--- src/rtl/video_pattern_gen_if.sv ---
// Video output bundle (vs/hs/de + RGB) from the pattern generator to the filter.
interface video_pattern_gen_if #(
    parameter int DATA_WIDTH = 8
);
    logic                  vs;
    logic                  hs;
    logic                  de;
    logic [DATA_WIDTH-1:0] r;
    logic [DATA_WIDTH-1:0] g;
    logic [DATA_WIDTH-1:0] b;

    modport master (output vs, hs, de, r, g, b);
    modport slave  (input  vs, hs, de, r, g, b);
endinterface

--- src/rtl/video_pattern_gen.sv ---
// Test video source: vs/hs/de timing plus H-ramp / V-ramp / solid / checkerboard RGB.
// Optional PATGEN_FRAME_SHIFT_EN adds o_frame_cnt and makes the ramps move frame to frame.
module video_pattern_gen #(
    parameter int DATA_WIDTH  = 8,
    parameter int CNT_WIDTH   = 12,
    parameter int PORCH_WIDTH = 8
) (
    input  logic                    clk,
    input  logic                    rstn,
    input  logic                    i_start,
    input  logic                    i_continuous,
    input  logic [CNT_WIDTH-1:0]    i_hact,
    input  logic [CNT_WIDTH-1:0]    i_vact,
    input  logic [PORCH_WIDTH-1:0]  i_hbp,
    input  logic [PORCH_WIDTH-1:0]  i_hfp,
    input  logic [PORCH_WIDTH-1:0]  i_vbp,
    input  logic [PORCH_WIDTH-1:0]  i_vfp,
    input  logic [1:0]              i_mode,
    input  logic [3*DATA_WIDTH-1:0] i_color,
    video_pattern_gen_if.master     o_vid,
    output logic                    o_busy,
    output logic                    o_frame_done,
    output logic                    o_err
`ifdef PATGEN_FRAME_SHIFT_EN
    ,
    output logic [15:0]             o_frame_cnt
`endif
);
    localparam int AW = CNT_WIDTH + 1;
    localparam logic [AW-1:0] ONE = AW'(1);

    typedef enum logic {IDLE, RUN} state_t;

    state_t                  r_state;
    logic                    r_arm;
    logic [CNT_WIDTH-1:0]    r_hact, r_vact;
    logic [PORCH_WIDTH-1:0]  r_hbp, r_hfp, r_vbp, r_vfp;
    logic [1:0]              r_mode;
    logic [3*DATA_WIDTH-1:0] r_color;
    logic [AW-1:0]           r_hcnt, r_vcnt;

    logic                    w_valid, w_start_ok, w_last, w_load, w_stop;
    logic [AW-1:0]           w_rhl, w_rvl;
    logic [CNT_WIDTH-1:0]    w_hact, w_vact;
    logic [PORCH_WIDTH-1:0]  w_hbp, w_hfp, w_vbp, w_vfp;
    logic [1:0]              w_mode;
    logic [3*DATA_WIDTH-1:0] w_color;
    logic [AW-1:0]           w_hl, w_vl, w_nh, w_nv, w_x, w_y;
    logic                    w_de, w_done;
    logic [DATA_WIDTH-1:0]   w_xr, w_yr, w_r, w_g, w_b;

    assign w_valid    = (i_hact != '0) && (i_vact != '0) && (i_hbp != '0) && (i_vbp != '0);
    // r_arm blocks a start sampled on the first edge after reset release
    assign w_start_ok = (r_state == IDLE) && i_start && r_arm;

    assign w_rhl  = AW'(r_hbp) + AW'(r_hact) + AW'(r_hfp);
    assign w_rvl  = AW'(r_vbp) + AW'(r_vact) + AW'(r_vfp);
    assign w_last = (r_hcnt == w_rhl - ONE) && (r_vcnt == w_rvl - ONE);

    // A continuous restart with an unusable config ends the run instead of looping on it
    assign w_load = (w_start_ok && w_valid) ||
                    ((r_state == RUN) && w_last && i_continuous && w_valid);
    assign w_stop = (r_state == RUN) && w_last && !(i_continuous && w_valid);

    // Fresh config applies to the very first cycle of a (re)started frame
    assign w_hact  = w_load ? i_hact  : r_hact;
    assign w_vact  = w_load ? i_vact  : r_vact;
    assign w_hbp   = w_load ? i_hbp   : r_hbp;
    assign w_hfp   = w_load ? i_hfp   : r_hfp;
    assign w_vbp   = w_load ? i_vbp   : r_vbp;
    assign w_vfp   = w_load ? i_vfp   : r_vfp;
    assign w_mode  = w_load ? i_mode  : r_mode;
    assign w_color = w_load ? i_color : r_color;

    always_comb begin
        w_nh = '0;
        w_nv = '0;
        if (!w_load) begin
            if (r_hcnt == w_rhl - ONE) begin
                w_nv = (r_vcnt == w_rvl - ONE) ? '0 : r_vcnt + ONE;
            end else begin
                w_nh = r_hcnt + ONE;
                w_nv = r_vcnt;
            end
        end
    end

    assign w_hl   = AW'(w_hbp) + AW'(w_hact) + AW'(w_hfp);
    assign w_vl   = AW'(w_vbp) + AW'(w_vact) + AW'(w_vfp);
    assign w_done = (w_nh == w_hl - ONE) && (w_nv == w_vl - ONE);
    assign w_x    = w_nh - AW'(w_hbp);
    assign w_y    = w_nv - AW'(w_vbp);
    assign w_de   = (w_nh >= AW'(w_hbp)) && (w_nh < AW'(w_hbp) + AW'(w_hact)) &&
                    (w_nv >= AW'(w_vbp)) && (w_nv < AW'(w_vbp) + AW'(w_vact));

`ifdef PATGEN_FRAME_SHIFT_EN
    logic [15:0] w_fcnt;
    // Count as it will read once any pending frame_done has been absorbed
    assign w_fcnt = o_frame_cnt + {15'd0, o_frame_done};
    assign w_xr   = DATA_WIDTH'(w_x) + DATA_WIDTH'(w_fcnt);
    assign w_yr   = DATA_WIDTH'(w_y) + DATA_WIDTH'(w_fcnt);
`else
    assign w_xr   = DATA_WIDTH'(w_x);
    assign w_yr   = DATA_WIDTH'(w_y);
`endif

    always_comb begin
        {w_r, w_g, w_b} = '0;
        if (w_de) begin
            case (w_mode)
                2'd0:    {w_r, w_g, w_b} = {3{w_xr}};
                2'd1:    {w_r, w_g, w_b} = {3{w_yr}};
                2'd2:    {w_r, w_g, w_b} = w_color;
                default: {w_r, w_g, w_b} = (w_x[3] ^ w_y[3]) ? {(3*DATA_WIDTH){1'b1}} : '0;
            endcase
        end
    end

    always_ff @(posedge clk or negedge rstn) begin
        if (!rstn) begin
            r_state      <= IDLE;
            r_arm        <= 1'b0;
            {r_hact, r_vact, r_hbp, r_hfp, r_vbp, r_vfp} <= '0;
            r_mode       <= '0;
            r_color      <= '0;
            r_hcnt       <= '0;
            r_vcnt       <= '0;
            o_vid.vs     <= 1'b0;
            o_vid.hs     <= 1'b0;
            o_vid.de     <= 1'b0;
            o_vid.r      <= '0;
            o_vid.g      <= '0;
            o_vid.b      <= '0;
            o_busy       <= 1'b0;
            o_frame_done <= 1'b0;
            o_err        <= 1'b0;
`ifdef PATGEN_FRAME_SHIFT_EN
            o_frame_cnt  <= '0;
`endif
        end else begin
            r_arm <= 1'b1;
            o_err <= 1'b0;
            case (r_state)
                IDLE: begin
                    o_err <= w_start_ok && !w_valid;
                    if (w_load) r_state <= RUN;
                end
                RUN:  if (w_stop) r_state <= IDLE;
            endcase
            if (w_load) begin
                {r_hact, r_vact, r_hbp, r_hfp, r_vbp, r_vfp} <=
                    {i_hact, i_vact, i_hbp, i_hfp, i_vbp, i_vfp};
                r_mode  <= i_mode;
                r_color <= i_color;
            end
            if (w_load || ((r_state == RUN) && !w_stop)) begin
                r_hcnt       <= w_nh;
                r_vcnt       <= w_nv;
                o_vid.vs     <= (w_nv == '0);
                o_vid.hs     <= (w_nh == '0);
                o_vid.de     <= w_de;
                o_vid.r      <= w_r;
                o_vid.g      <= w_g;
                o_vid.b      <= w_b;
                o_busy       <= 1'b1;
                o_frame_done <= w_done;
            end else begin
                r_hcnt       <= '0;
                r_vcnt       <= '0;
                o_vid.vs     <= 1'b0;
                o_vid.hs     <= 1'b0;
                o_vid.de     <= 1'b0;
                o_vid.r      <= '0;
                o_vid.g      <= '0;
                o_vid.b      <= '0;
                o_busy       <= 1'b0;
                o_frame_done <= 1'b0;
            end
`ifdef PATGEN_FRAME_SHIFT_EN
            o_frame_cnt <= o_frame_cnt + {15'd0, o_frame_done};
`endif
        end
    end
endmodule

--- src/flat_wrapper.sv ---
// flat-port wrapper written by rule: the top's interface ports become plain ports
module video_pattern_gen_flat 
#(
    parameter int DATA_WIDTH  = 8,
    parameter int CNT_WIDTH   = 12,
    parameter int PORCH_WIDTH = 8
)
  (clk, rstn, i_start, i_continuous, i_hact, i_vact, i_hbp, i_hfp, i_vbp, i_vfp, i_mode, i_color, o_busy, o_frame_done, o_err, o_vid_vs, o_vid_hs, o_vid_de, o_vid_r, o_vid_g, o_vid_b);
  video_pattern_gen_if #(.DATA_WIDTH(DATA_WIDTH)) o_vid_i ();
  input  logic clk;
  input  logic rstn;
  input  logic i_start;
  input  logic i_continuous;
  input  logic [CNT_WIDTH-1:0] i_hact;
  input  logic [CNT_WIDTH-1:0] i_vact;
  input  logic [PORCH_WIDTH-1:0] i_hbp;
  input  logic [PORCH_WIDTH-1:0] i_hfp;
  input  logic [PORCH_WIDTH-1:0] i_vbp;
  input  logic [PORCH_WIDTH-1:0] i_vfp;
  input  logic [1:0] i_mode;
  input  logic [3*DATA_WIDTH-1:0] i_color;
  output logic o_busy;
  output logic o_frame_done;
  output logic o_err;
  output wire logic [$bits(o_vid_i.vs)-1:0] o_vid_vs;
  output wire logic [$bits(o_vid_i.hs)-1:0] o_vid_hs;
  output wire logic [$bits(o_vid_i.de)-1:0] o_vid_de;
  output wire logic [$bits(o_vid_i.r)-1:0] o_vid_r;
  output wire logic [$bits(o_vid_i.g)-1:0] o_vid_g;
  output wire logic [$bits(o_vid_i.b)-1:0] o_vid_b;
  assign o_vid_vs = o_vid_i.vs;
  assign o_vid_hs = o_vid_i.hs;
  assign o_vid_de = o_vid_i.de;
  assign o_vid_r = o_vid_i.r;
  assign o_vid_g = o_vid_i.g;
  assign o_vid_b = o_vid_i.b;
  video_pattern_gen #(.DATA_WIDTH(DATA_WIDTH), .CNT_WIDTH(CNT_WIDTH), .PORCH_WIDTH(PORCH_WIDTH)) u_core (.clk(clk), .rstn(rstn), .i_start(i_start), .i_continuous(i_continuous), .i_hact(i_hact), .i_vact(i_vact), .i_hbp(i_hbp), .i_hfp(i_hfp), .i_vbp(i_vbp), .i_vfp(i_vfp), .i_mode(i_mode), .i_color(i_color), .o_vid(o_vid_i), .o_busy(o_busy), .o_frame_done(o_frame_done), .o_err(o_err));
endmodule
--- config.mk ---
export PLATFORM = sky130hd
export DESIGN_NAME = video_pattern_gen_flat
export DESIGN_NICKNAME = d
export VERILOG_FILES = /design/src/rtl/video_pattern_gen_if.sv /design/src/rtl/video_pattern_gen.sv /design/src/flat_wrapper.sv
export SDC_FILE = /design/constraint.sdc
export NUM_CORES = 1
export LEC_CHECK = 0
export CAP_MARGIN = 15
export CORE_ASPECT_RATIO = 1.2
export CORE_MARGIN = 5
export CORE_UTILIZATION = 25
export CTS_BUF_LIST = sky130_fd_sc_hd__clkbuf_4
export DETAILED_ROUTE_END_ITERATION = 7
export PLACE_DENSITY = 0.52
export SLEW_MARGIN = 20
export SYNTH_ARGS = -nofsm -noshare
export SYNTH_HDL_FRONTEND = slang
export SYNTH_SLANG_ARGS = --single-unit
--- constraint.sdc ---
create_clock -name clk -period 22.2 [get_ports clk]
set_input_delay 3.33 -clock clk [delete_from_list [all_inputs] [get_ports clk]]
set_output_delay 3.33 -clock clk [all_outputs]
set_load 0.05 [all_outputs]
==> qor.txt, run 1 <==
Crit path max fanout: 95
# rows: 91
Adder-cell share of the synthesized area: 16.16%
Crit path capture type: flop
Pleak: 0.007091 uW
CTS tree: yes
R2r worst-path depth: 37
Detail Route Antenna Nets: 0
Tcrit/Tclk final: 52.10%
Peak VDD IR: 47.35 uV
CP Data Required Time: 22.73 ns
Worst R2R Start: u_core.r_hbp[2]$_DFF_PN0_
Initial Util: 25.25%
WHS Path Cells: 2
GRT overflow: 0
Count of input and output buffers: 115
Max layer used: met4
Detailed-route via count: 11657
Actual slew at the worst max-slew pin: 1.057 ns
Post-CTS setup buffer count: 0
DRC errors left: 0
CP Class: input pin to flop
Die X: 218.1 microns
Run status: complete, no violations
First-pass GRT wire length: 69930 microns
FF/Latch Area: 3503 sq um
Max stage delay cell, worst path: nor4_4
Initial antenna violation count: 1
HP Start: u_core.r_color[15]$_DFF_PN0_
H-tree depth: 4
Mux cell area share after synthesis: 2.629%
Proportion of layout cells with a drive suffix above 1: 5.360%
Clk sink count: 140
Die height: 259.7 microns
Post-cts sizing count: 0
Syn Area/Cell: 8.281 sq um
Main combinational cell family by area after synthesis: simple AND/OR/NAND/NOR gates
Max incr delay on CP: 0.95 ns
Worst Hold Path EP: u_core.r_color[15]$_DFF_PN0_
Clock Skews: 0.02994 ns
XOR/XNOR share of the synthesized area: 9.852%
Filler instances: 5637
Nets@finish: 1905
Met2 wire len: 23390 microns
Worst reg2reg path endpoint: u_core.o_vid.r[5]$_DFF_PN0_
Clock Latency Late Sink: 0.65 ns
Compound-Gate Fraction of Synth Area: 15.59%
Post-synth EDFFs: 0
Synth Instances: 1569
Hold WC Path Type: flop to flop
Ys flop type: dfrtp_1
Max_slew headroom: 29.00%
Met3 WL post-DR: 1316 microns
Ports: 116
Count of final setup violators: 0
Initial DRC count: 626
Vias in the first global route: 12047
Core region area: 51460 sq um
WL met1: 18480 microns
Synthesized cell area: 12990 sq um
Slew Limit Fails: 0
Fin Hold WS: 0.4804 ns
Area of the multi-input gates: 8613 sq um
Die area: 56650 sq um
Clock-pin slew on the worst setup and hold paths: 0.12 ns
RSZ-0062 raised after global routing: false
Top achievable clock speed: 86.46 MHz
Drt wl/cell: 19.04 microns
Count of state elements after synthesis: 140
CTS root buffer: clkbuf_4
Pin count of the biggest net entering global routing: 96
Cts bufs inserted: 17
Routed WL: 45250 microns
Post-Synth Simple-Gate Area: 21.87%
Sequential element share of the synthesized area: 26.96%
Final min period: 11.57 ns
Post-cts hold buffer count: 0
Final Hold Fails: 0
Yosys warning count: 0
Worst Setup Start Kind: input pin
Gpl congestion: 0.9133
Ys async rst share: 100.0%
Critical Path AT: 12.10 ns
Gr usage total: 15.96%
Post-detail-place hpwl: 36370 microns
Number of max-cap violations: 0
DR vias/cell: 4.904
Most common cell on crit path: o21ai_0
Most common cell after layout, fill and taps aside: nand2_1
CTS max path bufs: 2
Setup tns final: 0 ns
Layout Area Growth over Synthesis: 17.05%
Reg2Reg Setup Slack: 11.76 ns
Number of library cell types mapped by synthesis: 89
TritonRoute pass-1 iters: 5
Power Density: 120.4 nW/um^2
Most frequent cells in the layout: nand2_1, inv_1, dfrtp_1
Mapped Nets: 1808
## sequential cells by signal (all words and copies together) (netlist names), 12 cells and up
signal / cells
u_core.r_vcnt: 13
u_core.r_hcnt: 13
u_core.r_color: 24
u_core.r_hact: 12
u_core.r_vact: 12
## layout make-up
class                      instances  area share [%]
clock buffer                      17          0.8392
clock inverter                    15          0.9955
tap                              697           5.734
inverter                         184           4.541
sequential                       140           23.04
timing repair buffer             126           8.202
antenna                            1         0.01645
multi-input combinational       1197           56.64
## metal layers
| layer | track usage, % | vias up |
|---|---|---|
| met1 | 18.36 | 5706 |
| met3 | 2.084 | 79 |
| met4 | 7.014 | 0 |
| met5 | 0 | - |
| met2 | 29.41 | 252 |
| li1 | - | 5620 |
## stage by stage
step,power (uW),util (%),instance area (sq um),worst slack (ns),std cells
floorplan,1294,-,12990,12.13,1569
global placement,1635,29.00,14930,9.983,2344
detailed placement,1643,29.00,14930,9.874,2344
CTS,1835,29.55,15210,10.55,2376
global route,1992,29.55,15210,9.805,2377
finish,1831,29.55,15210,10.63,2377
## Yosys cell counts (17+ instances only)
| cell | n | area share, % |
|---|---|---|
| inv_1 | 183 | 5.3 |
| a21o_1 | 24 | 1.4 |
| nor2_1 | 68 | 2.0 |
| nand4_1 | 18 | 0.87 |
| fa_1 | 22 | 3.4 |
| dfrtp_1 | 140 | 27 |
| a31oi_1 | 17 | 0.82 |
| mux2i_1 | 28 | 2.2 |
| xnor2_1 | 84 | 5.7 |
| nand2_1 | 239 | 6.9 |
| nor3_1 | 31 | 1.2 |
| nor4_1 | 21 | 1.0 |
| ha_1 | 131 | 13 |
| nor2b_1 | 24 | 1.2 |
| clkbuf_1 | 28 | 0.81 |
| a21oi_1 | 78 | 3.0 |
| a21boi_0 | 18 | 1.0 |
| nand3_1 | 54 | 2.1 |
| o21ai_0 | 63 | 2.4 |
| xor2_1 | 57 | 3.8 |
## where the power goes
part	switching [uW]	internal [uW]	leakage [uW]	total, uW
sequential	32.5	289	0.00182	321
combinational	789	544	0.00513	1330
clock	118	59.0	0.000143	177
total	939	892	0.00709	1830
## critical path: cells and delay by family
kind	cells	cell delay (ns)
adder cells (fa/ha/maj)	3	0.87
buffers and inverters	3	1.28
AO/OA/AOI/OAI	11	2.90
XOR/XNOR	1	0.23
AND/OR/NAND/NOR	14	3.42
## worst max-delay path by stage
| stage | start | endpoint | depth (start not counted) | slack, ns |
|---|---|---|---|---|
| 3_5_place_dp | i_hbp[4] | u_core.o_vid.r[5]$_DFF_PN0_ | 31 | 9.87 |
| 4_1_cts | i_hbp[4] | u_core.o_vid.r[5]$_DFF_PN0_ | 31 | 10.55 |
| 2_1_floorplan | i_vact[6] | u_core.o_frame_done$_DFF_PN0_ | 33 | 12.13 |
| 3_3_place_gp | i_hbp[4] | u_core.o_vid.g[5]$_DFF_PN0_ | 31 | 9.98 |
| 5_1_grt | i_hbp[4] | u_core.o_vid.r[5]$_DFF_PN0_ | 31 | 9.81 |
| 6_report | i_hbp[4] | u_core.o_vid.r[5]$_DFF_PN0_ | 32 | 10.63 |
## logic make-up after synthesis
| family | Yosys count |
|---|---|
| simple gates | 562 |
| compound gates | 303 |
| buf+inv | 232 |
| fa+ha+maj | 155 |
| xor+xnor | 143 |
| flops | 140 |
| mux | 33 |
| other cells | 1 |
Power figures use the tool's default switching activity.
==> run 2, diff against run 1 <==
- PLACE_DENSITY: 0.52 -> 0.53
- clock period: 22.2 -> 10.19 ns (I/O delays scaled with it)
==> run 2 against run 1 <==
  * Critical path depth increased by 9
  * Combinational power increased by 120%
  * Via count increased by 0.85%
  * Flip-flop and latch count unchanged
  * Highest routed layer unchanged
  * Largest cell class unchanged
  * Register-to-register slack got worse by 11 ns
  * Clock skew increased by 0.0019 ns
  * Setup slack got worse by 9.7 ns
  * Critical path type is now flop to flop
  * First-iteration DRC count increased by 43%
==> qor.txt, run 2 (synthesis results as in run 1) <==
Post-cts hold buffer count: 0 (unchanged)
Worst R2R Start: u_core.r_hfp[1]$_DFF_PN0_ (was u_core.r_hbp[2]$_DFF_PN0_)
Max reg flops: 24 (unchanged)
Crit path capture type: flop (unchanged)
Max stage delay cell, worst path: nor3b_1 (was nor4_4)
Drt wl/cell: 18.76 microns (was 19.04 microns)
Slew Limit Fails: 0 (unchanged)
Critical Path AT: 9.83 ns (was 12.10 ns)
Area of the multi-input gates: 8620 sq um (was 8613 sq um)
Top Registers: u_core.r_color x24, u_core.r_hcnt x13, u_core.r_vcnt x13 (unchanged)
Final total power: 3954 uW (was 1831 uW)
Detailed-route via count: 11756 (was 11657)
HP Start: u_core.r_color[10]$_DFF_PN0_ (was u_core.r_color[15]$_DFF_PN0_)
Die X: 218.1 microns (unchanged)
Initial DRC count: 897 (was 626)
CTS root buffer: clkbuf_4 (unchanged)
Run status: complete, no violations (unchanged)
Most common cell after layout, fill and taps aside: nand2_1 (unchanged)
Cts bufs inserted: 17 (unchanged)
Clk sink count: 140 (unchanged)
Initial Util: 25.25% (unchanged)
DR vias/cell: 4.894 (was 4.904)
TritonRoute pass-1 iters: 5 (unchanged)
Most frequent cells in the layout: nand2_1, inv_1, dfrtp_1 (unchanged)
Actual slew at the worst max-slew pin: 1.104 ns (was 1.057 ns)
Post-route cell area: 15390 sq um (was 15210 sq um)
Count of input and output buffers: 115 (unchanged)
Largest Register: u_core.r_color (unchanged)
Reg2Reg Setup Slack: 0.93 ns (was 11.76 ns)
Die height: 259.7 microns (unchanged)
Pin count of the biggest net entering global routing: 87 (was 96)
GRT overflow: 0 (unchanged)
Final min period: 9.264 ns
Initial antenna violation count: 2 (was 1)
DRC errors left: 0 (unchanged)
Post-cts sizing count: 0 (unchanged)
Max incr delay on CP: 0.63 ns (was 0.95 ns)
CTS max path bufs: 2 (unchanged)
Final Util: 29.90% (was 29.55%)
Post-detail-place hpwl: 36650 microns (was 36370 microns)
Top achievable clock speed: 107.9 MHz
Peak VDD IR: 167.5 uV (was 47.35 uV)
Setup tns final: 0 ns (unchanged)
Crit path max fanout: 31 (was 95)
Proportion of layout cells with a drive suffix above 1: 6.753% (was 5.360%)
Clock Latency Late Sink: 0.66 ns (was 0.65 ns)
R2r worst-path depth: 41 (was 37)
Clock-pin slew on the worst setup and hold paths: 0.16 ns (was 0.12 ns)
Ports: 116 (unchanged)
Routed WL: 45060 microns (was 45250 microns)
FF/Latch Area: 3503 sq um (unchanged)
Max_slew headroom: 25.74% (was 29.00%)
# rows: 91 (unchanged)
WHS Path Cells: 2 (unchanged)
Final Hold Fails: 0 (unchanged)
Gr usage total: 15.88% (was 15.96%)
Power Density: 256.9 nW/um^2 (was 120.4 nW/um^2)
Clock Skews: 0.03181 ns (was 0.02994 ns)
Post-CTS setup buffer count: 0 (unchanged)
Pleak: 0.007204 uW (was 0.007091 uW)
CP Data Required Time: 10.76 ns (was 22.73 ns)
H-tree depth: 4 (unchanged)
CTS tree: yes (unchanged)
Hold WC Path Type: flop to flop (unchanged)
Worst Setup SP: u_core.r_hfp[1]$_DFF_PN0_ (was i_hbp[4])
Nets@finish: 1929 (was 1905)
Worst Setup Start Kind: flop (was input pin)
Core region area: 51460 sq um (unchanged)
Count of final setup violators: 0 (unchanged)
Gpl congestion: 0.9134 (was 0.9133)
Filler instances: 5603 (was 5637)
Tcrit/Tclk final: 90.92%
Detail Route Antenna Nets: 0 (unchanged)
Vias in the first global route: 12115 (was 12047)
Die area: 56650 sq um (unchanged)
RSZ-0062 raised after global routing: false (unchanged)
CP Class: flop to flop (was input pin to flop)
Number of max-cap violations: 0 (unchanged)
Layout Area Growth over Synthesis: 18.44% (was 17.05%)
First-pass GRT wire length: 69920 microns (was 69930 microns)
Placed Area: 15110 sq um (was 14930 sq um)
[run 2: metrics by stage]
| step | hold WS (ns) | setup slack, ns | std cells |
|---|---|---|---|
| 3_5_place_dp | 0.4507 | 0.7311 | 2368 |
| 2_1_floorplan | 0.4337 | 1.198 | 1569 |
| 5_1_grt | 0.5001 | 0.2798 | 2402 |
| 4_1_cts | 0.4837 | 0.9434 | 2400 |
| 3_3_place_gp | 0.4459 | 0.9398 | 2368 |
| 6_report | 0.4822 | 0.9257 | 2402 |
[run 2: worst max-delay path: cells and delay by family, from the launching register on]
kind | cells | cell delay [ns]
fa+ha+maj | 8 | 2.61
compound gates | 13 | 2.33
mux | 1 | 0.09
flops | 1 | 0.39
xor+xnor | 3 | 0.85
simple gates | 9 | 1.79
buf+inv | 7 | 1.08
[run 2: worst paths after layout]
path | end
worst max-delay path | u_core.o_frame_done$_DFF_PN0_
worst min-delay path | u_core.r_color[10]$_DFF_PN0_
worst min register to register | u_core.r_color[10]$_DFF_PN0_
min in group asynchronous | u_core.r_color[1]$_DFF_PN0_
max in group asynchronous | u_core.r_hcnt[0]$_DFF_PN0_
worst max register to register | u_core.o_frame_done$_DFF_PN0_
[run 2: power by group]
group	total, uW	switching [uW]	internal [uW]
Sequential	696	66.5	629
Clock	381	252	129
Combinational	2880	1680	1200
[run 2: per-layer routing]
metal | track usage (%) | vias to the layer above | share of wire, %
li1 | - | 5665 | -
met1 | 18.43 | 5798 | 41
met2 | 30.03 | 238 | 53
met3 | 2.200 | 55 | 3.4
met4 | 4.816 | 0 | 2.7
met5 | 0 | - | 0
[run 2: layout make-up]
cell class                 instances  area share [%]
antenna                            2         0.03252
clock buffer                      18          0.8781
clock inverter                    14          0.8781
inverter                         184           4.488
multi-input combinational       1197           56.01
sequential                       140           22.77
tap                              697           5.667
timing repair buffer             150           9.277
